## config.mk

```make
export PLATFORM = sky130hd
export DESIGN_NAME = regfile32
export DESIGN_NICKNAME = d
export VERILOG_FILES = /design/src/rtl/cpu32_pkg.sv /design/src/rtl/reg_word.sv /design/src/rtl/regfile32.sv
export SDC_FILE = /design/constraint.sdc
export NUM_CORES = 2
export LEC_CHECK = 0
export ABC_CLOCK_PERIOD_IN_PS = 36200
export BUFFER_PORTS_ARGS = -buffer_cell sky130_fd_sc_hd__buf_2
export CORE_MARGIN = 2
export CORE_UTILIZATION = 45
export CTS_BUF_LIST = sky130_fd_sc_hd__clkbuf_2
export CTS_CLUSTER_SIZE = 28
export DETAILED_ROUTE_END_ITERATION = 8
export GPL_TIMING_DRIVEN = 0
export PLACE_DENSITY = 0.62
export RECOVER_POWER = 100
export SLEW_MARGIN = 15
export SYNTH_ARGS = -nofsm -noshare
export SYNTH_HDL_FRONTEND = slang
export SYNTH_SLANG_ARGS = --single-unit
export TNS_END_PERCENT = 50
```

## constraint.sdc

```tcl
create_clock -name CLK -period 36.2 [get_ports CLK]
set_input_delay 3.62 -clock CLK [delete_from_list [all_inputs] [get_ports CLK]]
set_output_delay 3.62 -clock CLK [all_outputs]
set_load 0.1 [all_outputs]
```

## src/rtl/cpu32_pkg.sv

```systemverilog
// Shared cpu32 datapath constants: default word/address widths and the
// index of the hardwired-zero register.
package cpu32_pkg;

  localparam int DATA_W   = 32;
  localparam int ADDR_W   = 5;
  localparam int REG_ZERO = 0;

endpackage

```

## src/rtl/reg_word.sv

```systemverilog
// One W-bit register with load enable and asynchronous active-high clear.
// Used both for register-file storage words and for the read-port outputs.
module reg_word #(
  parameter int W = 32
) (
  input  logic         clk,
  input  logic         rst,
  input  logic         load,
  input  logic [W-1:0] d,
  output logic [W-1:0] q
);

  always_ff @(posedge clk or posedge rst) begin
    if (rst) begin
      q <= '0;
    end else if (load) begin
      q <= d;
    end
  end

endmodule

```

## src/rtl/regfile32.sv

```systemverilog
// Two-read/one-write register file with registered read data, same-edge
// write-to-read forwarding and a hardwired-zero register 0.
module regfile32 #(
  parameter int DATA_W = cpu32_pkg::DATA_W,
  parameter int ADDR_W = cpu32_pkg::ADDR_W
) (
  input  logic              CLK,
  input  logic              RST,
  input  logic              WE,
  input  logic [ADDR_W-1:0] WADDR,
  input  logic [DATA_W-1:0] WDATA,
  input  logic              RE1,
  input  logic [ADDR_W-1:0] RADDR1,
  output logic [DATA_W-1:0] RDATA1,
  input  logic              RE2,
  input  logic [ADDR_W-1:0] RADDR2,
  output logic [DATA_W-1:0] RDATA2
);

  localparam int DEPTH = 1 << ADDR_W;
  localparam logic [ADDR_W-1:0] ZERO_ADDR = ADDR_W'(cpu32_pkg::REG_ZERO);

  logic [DATA_W-1:0] word_q [DEPTH];
  logic [DATA_W-1:0] rd1_next;
  logic [DATA_W-1:0] rd2_next;

  // Word 0 has no storage; WADDR=0 never matches a storage word's decode.
  assign word_q[0] = '0;

  for (genvar i = 1; i < DEPTH; i++) begin : g_word
    reg_word #(.W(DATA_W)) u_word (
      .clk  (CLK),
      .rst  (RST),
      .load (WE && (WADDR == ADDR_W'(i))),
      .d    (WDATA),
      .q    (word_q[i])
    );
  end

  // Read value is the word as it stands after this edge's write.
  always_comb begin
    rd1_next = word_q[RADDR1];
    if (RADDR1 == ZERO_ADDR) begin
      rd1_next = '0;
    end else if (WE && (WADDR == RADDR1)) begin
      rd1_next = WDATA;
    end
  end

  always_comb begin
    rd2_next = word_q[RADDR2];
    if (RADDR2 == ZERO_ADDR) begin
      rd2_next = '0;
    end else if (WE && (WADDR == RADDR2)) begin
      rd2_next = WDATA;
    end
  end

  // REn qualifies the output register load: with REn=0 the port holds its
  // last value regardless of writes to the address it last read.
  reg_word #(.W(DATA_W)) u_rd1 (
    .clk  (CLK),
    .rst  (RST),
    .load (RE1),
    .d    (rd1_next),
    .q    (RDATA1)
  );

  reg_word #(.W(DATA_W)) u_rd2 (
    .clk  (CLK),
    .rst  (RST),
    .load (RE2),
    .d    (rd2_next),
    .q    (RDATA2)
  );

endmodule

```

==> run metrics <==
outcome complete, but fails checks; violated checks max-capacitance violations, max-slew violations; port bufs between 100 and 150; r2r startpoint g_word[1].u_word.q[12]; met3 Usage GRT 12.94%; Reg-to-Reg End u_rd2.q[12]; crit-path max FO around 100; met2 Usage GRT 53.28%; RSZ-0062 raised after global routing no; Critical Path AT between 15 and 20 ns; largest net degree at the start of global routing 111; NumNets Final approximately 4.6k; Seq/Total Area, Yosys between 40 and 50%; Worst Max-Slew Pin Slew 5.780 ns; Slew Viols, Final approximately 1.1k; Die Width about 360 um; post-DR wirelength/cell 37.64 um; final core occ between 40% and 50%; hold buffers post-CTS 0; TritonCTS Buffers between 300 and 400; synth unique cells 60; crit share post-route ~44%; Inst Count DP 5891; Core Box Area around 130000 um2; relative slew slack -285.3%; Fmax achieved roughly 63 MHz; final setup skew between 0.1 and 0.15 ns; synth-to-layout area growth 8.893%; gr usage total a little under two fifths; WHS Path Cells 1; vias in the first global route ~42k; delay of the slowest critical-path stage between 4 and 5 ns; routability cong. around 1.1; Post CTS Setup Buffer Count 0; CP endpoint kind asynchronous set/reset pin; First DRT Iteration DRCs 5662; CTS Root Cell clkbuf_2; EDFF count, synth 0; Sum Neg Setup Slack 0 ns; final WL approximately 240000 um; H-tree Lvls 5; GRT Max-Usage Layer met2; Post-Syn Instances between 4k and 5k; residual DRC count 0; Critical Setup Path Class primary input to asynchronous set/reset pin; Synth async-reset ratio 100.0%; Clock Tree Buf Depth 4; Pleak ~27 nW; Initial Utilization between 40% and 50%; syn_nets 4169; Post-DP HPWL approximately 180000 um; share of cells above drive strength 1 44.50%; total grt overflow 0; routed vias roughly 43k; 1st-pass router iterations 6; cell chain of the critical path buf_2, clkinvlp_2, clkbuf_1, clkbuf_1, clkbuf_1; commonest non-fill, non-tap cell in the layout mux2_2; via-per-instance ratio around 6.7; CP required approximately 37 ns; R2R cell count 5; Clock Latency Late Sink around 1.7 ns; post-synth design cell area ~57000 um2; # setup viols final 0; Syn Area/Cell around 14 um2; min-delay src g_word[28].u_word.q[21]; post_cts resized 0; die area roughly 130000 um2; I/O Pins ~120; Total Power 0.003312 W; Final Hold Fails 0; antenna viol nets, final 0; antenna violations before repair 21; post-synthesis register bit count approximately 1.1k; CP max-delay cell clkbuf_1; synth warn 0; r2r setup slk 33.35 ns; CTS tree yes; Critical Path Most Common Cell clkbuf_1; worst min path class register to register; met1 Resource Use GR between 40% and 50%; Tmin final approximately 16 ns; Reg clk slew, reported paths 0.09 ns; first-pass GRT wire length about 330000 um; Die Ht roughly 360 um; # clock sinks 1056; Pwr Density ~54 nW/um2; Top FF cell, synth dfrtp_1; crit path launch type primary input; worst-case hold path end point g_word[28].u_word.q[21]; Rows 130; Post-Layout Cell Count between 6k and 7k; number of max-cap violations 17; VDD IR max 0.00003472 V; commonest non-fill, non-tap cells in the layout mux2_2, dfrtp_1, clkbuf_2
## worst max-delay path by stage
stage                              to  slack, ns  cells past startpoint   startpoint
2_1_floorplan  g_word[10].u_word.q[0]       2.86                      1          RST
3_3_place_gp   g_word[1].u_word.q[27]     -10.09                      2          RST
3_5_place_dp               u_rd2.q[9]      29.08                      8    RADDR2[2]
4_1_cts                    RDATA1[18]      29.68                      1  u_rd1.q[18]
5_1_grt        g_word[5].u_word.q[17]      17.33                      5          RST
6_report        g_word[2].u_word.q[9]      20.21                      5          RST
## Yosys cell counts (5+ instances only)
cell type  count  area share, %
mux2_2      1134             23
dfrtp_1     1056             47
mux4_2       336             13
clkbuf_1     199            1.3
buf_2        175            1.5
mux2i_1      165            2.9
nand2_1      140           0.93
nor2_1       120           0.80
o22ai_1      103            1.1
a22oi_1       98            1.3
o311ai_0      57           0.88
o21ai_0       49           0.43
nor2b_1       46           0.51
a21oi_1       45           0.40
nand3_1       34           0.30
a22o_1        32           0.50
buf_1         30           0.20
nor3_1        30           0.27
a32oi_1       20           0.31
mux2_1        19           0.38
buf_6         15           0.30
a211oi_1      14           0.19
buf_4         13           0.17
nor4_1        13           0.14
o31ai_1       13           0.17
and3_1        12           0.13
nand2b_1      12           0.13
a32o_1        11           0.19
o2bb2ai_1     11           0.17
a221oi_1      10           0.15
o211ai_1      10           0.13
o31a_1         9           0.14
a2bb2oi_1      8           0.12
o21a_1         8           0.11
inv_1          6          0.040
xnor2_1        6          0.093
a2111oi_2      5           0.13
## cell families after synthesis
logic type | count (synthesis) | share of synthesized area [%]
DFF | 1056 | 46.69
and+or+nand+nor | 433 | 3.555
muxes | 1654 | 39.23
xor gates and xnor gates | 10 | 0.1547
AOI/OAI and AO/OA | 520 | 6.738
buffers and inverters | 444 | 3.639
## power by group
part,total (W),leakage [nW],switching [W],internal [W]
clock,0.000871,1.96,0.000538,0.000333
combinational,0.000850,11.5,0.000449,0.000401
sequential,0.00159,13.5,0.000184,0.00141
total,0.00331,27.0,0.00117,0.00214
## stage by stage
| step | instance area [um2] | setup WS, ns | hold slack (ns) |
|---|---|---|---|
| after detailed placement | 59590 | 29.08 | 0.4987 |
| final | 61630 | 20.21 | 0.5229 |
| after global routing | 61590 | 17.33 | 0.5374 |
| after CTS | 62040 | 29.68 | 0.5185 |
| after floorplan | 56600 | 2.856 | 0.4705 |
| after global placement | 59210 | -10.09 | 0.4839 |
## sequential cells by signal (all words and copies together), names as in the netlist
signal	flops
g_word.u_word.q	992
u_rd1.q	32
u_rd2.q	32
## area by class of cell
| cell class | count | area [um2] |
|---|---|---|
| Tap cell | 1650 | 2064 |
| Clock buffer | 441 | 2207 |
| Buffer | 434 | 1921 |
| Antenna cell | 21 | 52.55 |
| Clock inverter | 47 | 235.2 |
| Timing Repair Buffer | 125 | 568.0 |
| Sequential cell | 1056 | 26430 |
| Inverter | 10 | 38.79 |
| Multi-Input combinational cell | 2617 | 28120 |
| Fill cell | 11420 | 63610 |
## critical path, delay by kind of cell
kind	cells	cell delay, ns
buffers and inverters	5	12.67
## routing by layer
layer	wire, um	vias up
met2	102200	2885
li1	-	16760
met5	71	-
met4	16490	12
met3	28550	756
met1	93620	22570
Power figures use the tool's default switching activity.
